===== config.mk =====
export PLATFORM = sky130hd
export DESIGN_NAME = instr_sequencer
export DESIGN_NICKNAME = d
export VERILOG_FILES = /design/src/rtl/instr_sequencer_pkg.sv /design/src/rtl/instr_sequencer_opcode_classifier.sv /design/src/rtl/instr_sequencer.sv
export SDC_FILE = /design/constraint.sdc
export NUM_CORES = 1
export LEC_CHECK = 0
export CAP_MARGIN = 20
export CORE_UTILIZATION = 51
export CTS_CLUSTER_DIAMETER = 150
export CTS_CLUSTER_SIZE = 8
export DETAILED_ROUTE_END_ITERATION = 6
export PLACE_DENSITY_LB_ADDON = 0.08
export RECOVER_POWER = 50
export SYNTH_ARGS = -nofsm -noshare
export SYNTH_HDL_FRONTEND = slang
export SYNTH_HIERARCHICAL = 1
export SYNTH_SLANG_ARGS = --single-unit

===== constraint.sdc =====
create_clock -name clk_i -period 3.5 [get_ports clk_i]
set_clock_uncertainty 0.05 [all_clocks]
set_input_delay 1.05 -clock clk_i [delete_from_list [all_inputs] [get_ports clk_i]]
set_output_delay 1.05 -clock clk_i [all_outputs]
set_load 0.005 [all_outputs]

===== src/rtl/instr_sequencer_pkg.sv =====
// Shared control encodings for the multi-cycle RV32I sequencer: immediate select,
// FSM states, instruction classes, opcodes and datapath mux encodings.
package controls;

    typedef enum logic [1:0] {
        I_TYPE   = 2'd0,
        S_TYPE   = 2'd1,
        B_TYPE   = 2'd2,
        IMM_ZERO = 2'd3
    } Imm_ex_op;

    typedef enum logic [2:0] {
        ST_IDLE      = 3'd0,
        ST_FETCH     = 3'd1,
        ST_DECODE    = 3'd2,
        ST_EXECUTE   = 3'd3,
        ST_MEMORY    = 3'd4,
        ST_WRITEBACK = 3'd5
    } seq_state_t;

    typedef enum logic [2:0] {
        CLS_R       = 3'd0,
        CLS_IALU    = 3'd1,
        CLS_LOAD    = 3'd2,
        CLS_STORE   = 3'd3,
        CLS_BRANCH  = 3'd4,
        CLS_JALR    = 3'd5,
        CLS_ILLEGAL = 3'd6
    } instr_class_t;

    localparam logic [6:0] OP_R      = 7'b0110011;
    localparam logic [6:0] OP_IALU   = 7'b0010011;
    localparam logic [6:0] OP_LOAD   = 7'b0000011;
    localparam logic [6:0] OP_STORE  = 7'b0100011;
    localparam logic [6:0] OP_BRANCH = 7'b1100011;
    localparam logic [6:0] OP_JALR   = 7'b1100111;

    localparam logic [1:0] PC_SRC_PC4    = 2'd0;
    localparam logic [1:0] PC_SRC_BRANCH = 2'd1;
    localparam logic [1:0] PC_SRC_JALR   = 2'd2;

    localparam logic [1:0] WB_SEL_ALU  = 2'd0;
    localparam logic [1:0] WB_SEL_LOAD = 2'd1;
    localparam logic [1:0] WB_SEL_PC4  = 2'd2;

endpackage


===== src/rtl/instr_sequencer_opcode_classifier.sv =====
// Combinational opcode decode into instruction class and sign-extender select.
module opcode_classifier
    import controls::*;
(
    input  logic [6:0]   opcode_i,
    output instr_class_t class_o,
    output Imm_ex_op     imm_type_o
);

    always_comb begin
        class_o    = CLS_ILLEGAL;
        imm_type_o = IMM_ZERO;
        case (opcode_i)
            OP_R:      class_o = CLS_R;
            OP_IALU:   begin class_o = CLS_IALU;   imm_type_o = I_TYPE; end
            OP_LOAD:   begin class_o = CLS_LOAD;   imm_type_o = I_TYPE; end
            OP_STORE:  begin class_o = CLS_STORE;  imm_type_o = S_TYPE; end
            OP_BRANCH: begin class_o = CLS_BRANCH; imm_type_o = B_TYPE; end
            OP_JALR:   begin class_o = CLS_JALR;   imm_type_o = I_TYPE; end
            default:   ;
        endcase
    end

endmodule


===== src/rtl/instr_sequencer.sv =====
// Multi-cycle fetch/decode/execute/memory/writeback sequencer with a shared
// memory-wait timeout counter and a retired-instruction counter.
module instr_sequencer
    import controls::*;
#(
    parameter int MEM_TIMEOUT = 16,
    parameter int CNT_W       = 32
) (
    input  logic             clk_i,
    input  logic             rst_i,
    input  logic [6:0]       opcode_i,
    input  logic             branch_taken_i,
    input  logic             imem_ready_i,
    input  logic             dmem_ready_i,
    output logic             imem_req_o,
    output logic             dmem_req_o,
    output logic             dmem_we_o,
    output logic             ir_we_o,
    output logic             pc_we_o,
    output logic [1:0]       pc_src_o,
    output Imm_ex_op         imm_type_o,
    output logic             alu_src_imm_o,
    output logic             reg_we_o,
    output logic [1:0]       wb_sel_o,
    output logic             illegal_instr_o,
    output logic             mem_fault_o,
    output logic [CNT_W-1:0] retired_o
);

    localparam int TMR_W = $clog2(MEM_TIMEOUT + 1);
    localparam logic [TMR_W-1:0] TMO_LOAD = TMR_W'(MEM_TIMEOUT);

    seq_state_t       state_q;
    instr_class_t     class_q;
    Imm_ex_op         imm_type_q;
    logic [TMR_W-1:0] timer_q;
    logic [CNT_W-1:0] retired_q;

    instr_class_t cls_dec;
    Imm_ex_op     imm_dec;
    logic         timed_out;
    logic         retire;

    opcode_classifier u_classifier (
        .opcode_i   (opcode_i),
        .class_o    (cls_dec),
        .imm_type_o (imm_dec)
    );

    // The last waiting cycle is the one where the count drops to zero; ready in that cycle still wins.
    assign timed_out = (timer_q == TMR_W'(1));

    always_comb begin
        imem_req_o      = 1'b0;
        dmem_req_o      = 1'b0;
        dmem_we_o       = 1'b0;
        ir_we_o         = 1'b0;
        pc_we_o         = 1'b0;
        pc_src_o        = PC_SRC_PC4;
        alu_src_imm_o   = 1'b0;
        reg_we_o        = 1'b0;
        wb_sel_o        = WB_SEL_ALU;
        illegal_instr_o = 1'b0;
        mem_fault_o     = 1'b0;
        retire          = 1'b0;
        case (state_q)
            ST_FETCH: begin
                imem_req_o  = 1'b1;
                ir_we_o     = imem_ready_i;
                mem_fault_o = !imem_ready_i && timed_out;
            end
            ST_DECODE: begin
                if (cls_dec == CLS_ILLEGAL) begin
                    illegal_instr_o = 1'b1;
                    pc_we_o         = 1'b1;
                end
            end
            ST_EXECUTE: begin
                alu_src_imm_o = !(class_q inside {CLS_R, CLS_BRANCH});
                if (class_q == CLS_BRANCH) begin
                    pc_we_o  = 1'b1;
                    pc_src_o = branch_taken_i ? PC_SRC_BRANCH : PC_SRC_PC4;
                    retire   = 1'b1;
                end
            end
            ST_MEMORY: begin
                dmem_req_o    = 1'b1;
                dmem_we_o     = (class_q == CLS_STORE);
                alu_src_imm_o = 1'b1;
                mem_fault_o   = !dmem_ready_i && timed_out;
                if (dmem_ready_i && class_q == CLS_STORE) begin
                    pc_we_o = 1'b1;
                    retire  = 1'b1;
                end
            end
            ST_WRITEBACK: begin
                reg_we_o = 1'b1;
                pc_we_o  = 1'b1;
                retire   = 1'b1;
                if (class_q == CLS_LOAD)      wb_sel_o = WB_SEL_LOAD;
                else if (class_q == CLS_JALR) wb_sel_o = WB_SEL_PC4;
                if (class_q == CLS_JALR)      pc_src_o = PC_SRC_JALR;
            end
            default: ;
        endcase
    end

    always_ff @(posedge clk_i or posedge rst_i) begin
        if (rst_i) begin
            state_q    <= ST_IDLE;
            class_q    <= CLS_R;
            imm_type_q <= I_TYPE;
            timer_q    <= '0;
            retired_q  <= '0;
        end else begin
            if (retire) retired_q <= retired_q + CNT_W'(1);
            case (state_q)
                ST_IDLE: begin
                    state_q <= ST_FETCH;
                    timer_q <= TMO_LOAD;
                end
                ST_FETCH: begin
                    if (imem_ready_i)   state_q <= ST_DECODE;
                    else if (timed_out) timer_q <= TMO_LOAD;
                    else                timer_q <= timer_q - TMR_W'(1);
                end
                ST_DECODE: begin
                    class_q    <= cls_dec;
                    imm_type_q <= imm_dec;
                    if (cls_dec == CLS_ILLEGAL) begin
                        state_q <= ST_FETCH;
                        timer_q <= TMO_LOAD;
                    end else begin
                        state_q <= ST_EXECUTE;
                    end
                end
                ST_EXECUTE: begin
                    if (class_q inside {CLS_LOAD, CLS_STORE}) begin
                        state_q <= ST_MEMORY;
                        timer_q <= TMO_LOAD;
                    end else if (class_q == CLS_BRANCH) begin
                        state_q <= ST_FETCH;
                        timer_q <= TMO_LOAD;
                    end else begin
                        state_q <= ST_WRITEBACK;
                    end
                end
                ST_MEMORY: begin
                    if (dmem_ready_i) begin
                        if (class_q == CLS_LOAD) begin
                            state_q <= ST_WRITEBACK;
                        end else begin
                            state_q <= ST_FETCH;
                            timer_q <= TMO_LOAD;
                        end
                    end else if (timed_out) begin
                        state_q <= ST_FETCH;
                        timer_q <= TMO_LOAD;
                    end else begin
                        timer_q <= timer_q - TMR_W'(1);
                    end
                end
                ST_WRITEBACK: begin
                    state_q <= ST_FETCH;
                    timer_q <= TMO_LOAD;
                end
                default: state_q <= ST_IDLE;
            endcase
        end
    end

    assign imm_type_o = imm_type_q;
    assign retired_o  = retired_q;

endmodule


==> flow_summary.json <==
{
  "status": "finished with violations",
  "violations": "negative setup slack",
  "diodes": 0,
  "synth_cell_types": 53,
  "power_frac_clock_pct": 19.3,
  "max_freq_ghz": 0.285,
  "detail-route-antenna-nets": 0,
  "critPathCaptureType": "output port",
  "cts_max_path_buffers": 2,
  "final_cell_area_mm2": 0.00349,
  "timing.rr.end": "timer_q[3]",
  "vias": 2217,
  "utilization_pct": 72.9,
  "worst_skew_pair.late_latency_ns": 0.29,
  "drv_slew": 0,
  "ios": 59,
  "post-route-drc-count": 0,
  "worst_pin_slew_ns": 1.08,
  "synth_area_leaders": "dfrtp_1 44%, xnor2_1 8.9%, nand4_1 3.9%",
  "p_switching_w": 0.000668,
  "p_int_w": 0.00113,
  "min_path_cells": 1,
  "crit_arrival_ns": 2.41,
  "detail_route.iter0.violations": 154,
  "yosysWarnings": 6,
  "wl_um": 5780,
  "antenna_found_initial": 0,
  "clk_pin_slew_ns": 0.08,
  "clock-sinks": 45,
  "p_seq_share_pct": 39.0,
  "dp_slack_ns": -0.795,
  "p_sw_share_pct": 37.1,
  "worst_ir_drop_vdd_uv": 348,
  "cts_inserted_buffers": 5,
  "seqCellArea_mm2": 0.00113,
  "grt_overflow": 0,
  "drv_cap": 0,
  "placed_cell_area_mm2": 0.00330,
  "worstSetupPathType": "input port to output port",
  "setup_slack_ns": -0.0128,
  "postSynthCellCount": 254,
  "design.core.area_mm2": 0.00479,
  "hold_path.class": "flip-flop to flip-flop",
  "min_to": "retired_o[31]",
  "holdWs_ns": 0.422,
  "rsz0062_at_grt": "true",
  "max_slew_margin_pct": 27.7,
  "netlist_area_mm2": 0.00256,
  "min_period_ns": 3.51,
  "core.rowCount": 25,
  "p_per_area_mw_per_mm2": 517,
  "drive_gt1_share_pct": 16.4,
  "period_share_pct": 100,
  "min-delay-start": "retired_o[31]",
  "synth_ff_type": "dfrtp_1",
  "synth_seq_cells": 45,
  "critPathMaxFanout": 2,
  "grt_usage_pct": 22.9,
  "gp_congestion": 0.820,
  "yosysSeqAreaShare_pct": 44.1,
  "grt_max_degree": 46,
  "cts_tree": "yes",
  "r2r_start": "state_q[2]",
  "leakagePower_nw": 1.42,
  "detailed_place_hpwl_um": 4040,
  "crit_required_ns": 2.40,
  "cts_root_buf": "clkbuf_8",
  "drt-pass1-iter-count": 4,
  "yosysTopAreaCell": "dfrtp_1",
  "wl_per_cell_um": 14.4,
  "first_global_vias": 2072,
  "die-height_um": 72.8,
  "synth_top_cell_area_share_pct": 44.1,
  "rr_worst_depth": 6,
  "p_comb_share_pct": 41.6,
  "setup_viol": 1,
  "grt_pass1_wl_um": 9420,
  "r2r_slack_ns": 0.97,
  "nFillCells": 370,
  "area_growth_pct": 36.4,
  "die_area_mm2": 0.00530,
  "ys_async_sr_fraction_pct": 100,
  "routed_via_density": 5.51,
  "htreeDepth": 2,
  "syn_nets": 272,
  "yosysMostFrequentCell": "dfrtp_1",
  "multiInputGateArea_mm2": 0.00140,
  "nNetsFinal": 352,
  "place_inst": 389,
  "initial_utilization_pct": 53.4,
  "critPathLaunchType": "input port",
  "hold_viol": 0,
  "synth_edf_count": 0,
  "die_x_um": 72.8,
  "portBuffers": 58,
  "fin_cells": 402,
  "netlist_top_cells_count": "45 x dfrtp_1, 26 x xnor2_1, 19 x nand2_1, 16 x nand4_1",
  "syn_area_per_cell_um2": 10.1
}
[layer usage]
layer | vias to the layer above | part of all wire, % | wire length (um) | track usage [%]
met4 | 0 | 1.1 | 61 | 6.97
met2 | 70 | 48 | 2750 | 35.8
li1 | 1077 | - | - | -
met3 | 6 | 4.8 | 276 | 4.01
met1 | 1064 | 47 | 2690 | 32.4
met5 | - | 0 | 0 | 0
[worst max-delay path, stage by stage]
cell      delay [ns]
buf_6           0.09
nor3b_4         0.14
and2b_1         0.15
o21a_1          0.18
nand3b_1        0.22
nor4_4          0.23
buf_6           0.15
o21ba_4         0.12
buf_6           0.08
[layout by cell type, fill, tap and decap left out, drive strengths merged, types with 9 or more instances in the layout]
master	synthesis	layout
clkdlybuf4s50	0	47
dfrtp	45	45
xnor2	26	26
buf	4	25
nand2	19	19
nand4	17	17
nand3	15	15
nor2	15	15
inv	13	13
nor3	9	9
[cells by family after synthesis]
| family | Yosys count | share of synthesized area, % |
|---|---|---|
| xor+xnor | 32 | 11.0 |
| simple gates | 112 | 26.3 |
| fa+ha+maj | 6 | 2.94 |
| compound gates | 37 | 10.9 |
| flops | 45 | 44.1 |
| buf+inv | 18 | 3.08 |
| mux | 4 | 1.76 |
[worst max path at each step]
stage,start,endpoint,slack (ns)
floorplan,opcode_i[4],pc_we_o,0.24
global placement,opcode_i[6],pc_we_o,-0.71
detailed placement,opcode_i[2],pc_we_o,-0.79
CTS,opcode_i[4],pc_we_o,-0.11
global route,opcode_i[4],pc_we_o,-0.08
finish,opcode_i[4],pc_we_o,-0.01
[per-stage QoR]
step / total power, W / TNS [ns]
3_3_place_gp: 0.00140 / -1.37
6_report: 0.00180 / -0.0128
3_5_place_dp: 0.00142 / -1.57
5_1_grt: 0.00192 / -0.0848
2_1_floorplan: 0.00117 / 0
4_1_cts: 0.00180 / -0.113
[flip-flops by register name (all words and copies together), names as in the netlist]
register and flops:
retired_o 32, timer_q 5, class_q 3, imm_type_o 2, state_q 3
[power by group through the flow]
stage / clock network [W] / registers (W) / logic, W
after detailed placement: 0 / 0.000704 / 0.000717
final: 0.000348 / 0.000703 / 0.000750
after global routing: 0.000378 / 0.000718 / 0.000826
after CTS: 0.000355 / 0.000695 / 0.000747
after floorplan: 0 / 0.000668 / 0.000498
after global placement: 0 / 0.000703 / 0.000698
[final cells by class]
| cell class | count | share of cell area [%] |
|---|---|---|
| clock buffers | 7 | 2.76 |
| clock inverters | 1 | 0.144 |
| inverters | 13 | 1.40 |
| multi-input cells | 191 | 40.2 |
| flip-flops and latches | 45 | 32.3 |
| well taps | 67 | 2.40 |
| repair buffers | 78 | 20.8 |
[repair_timing]
action	in CTS	in global routing
pin swaps	6	4
buffers inserted	6	0
endpoints found under the setup margin	3	3
gates resized for setup	45	3
hold buffers	0	0
No activity file was read; power rests on OpenSTA's default activity.
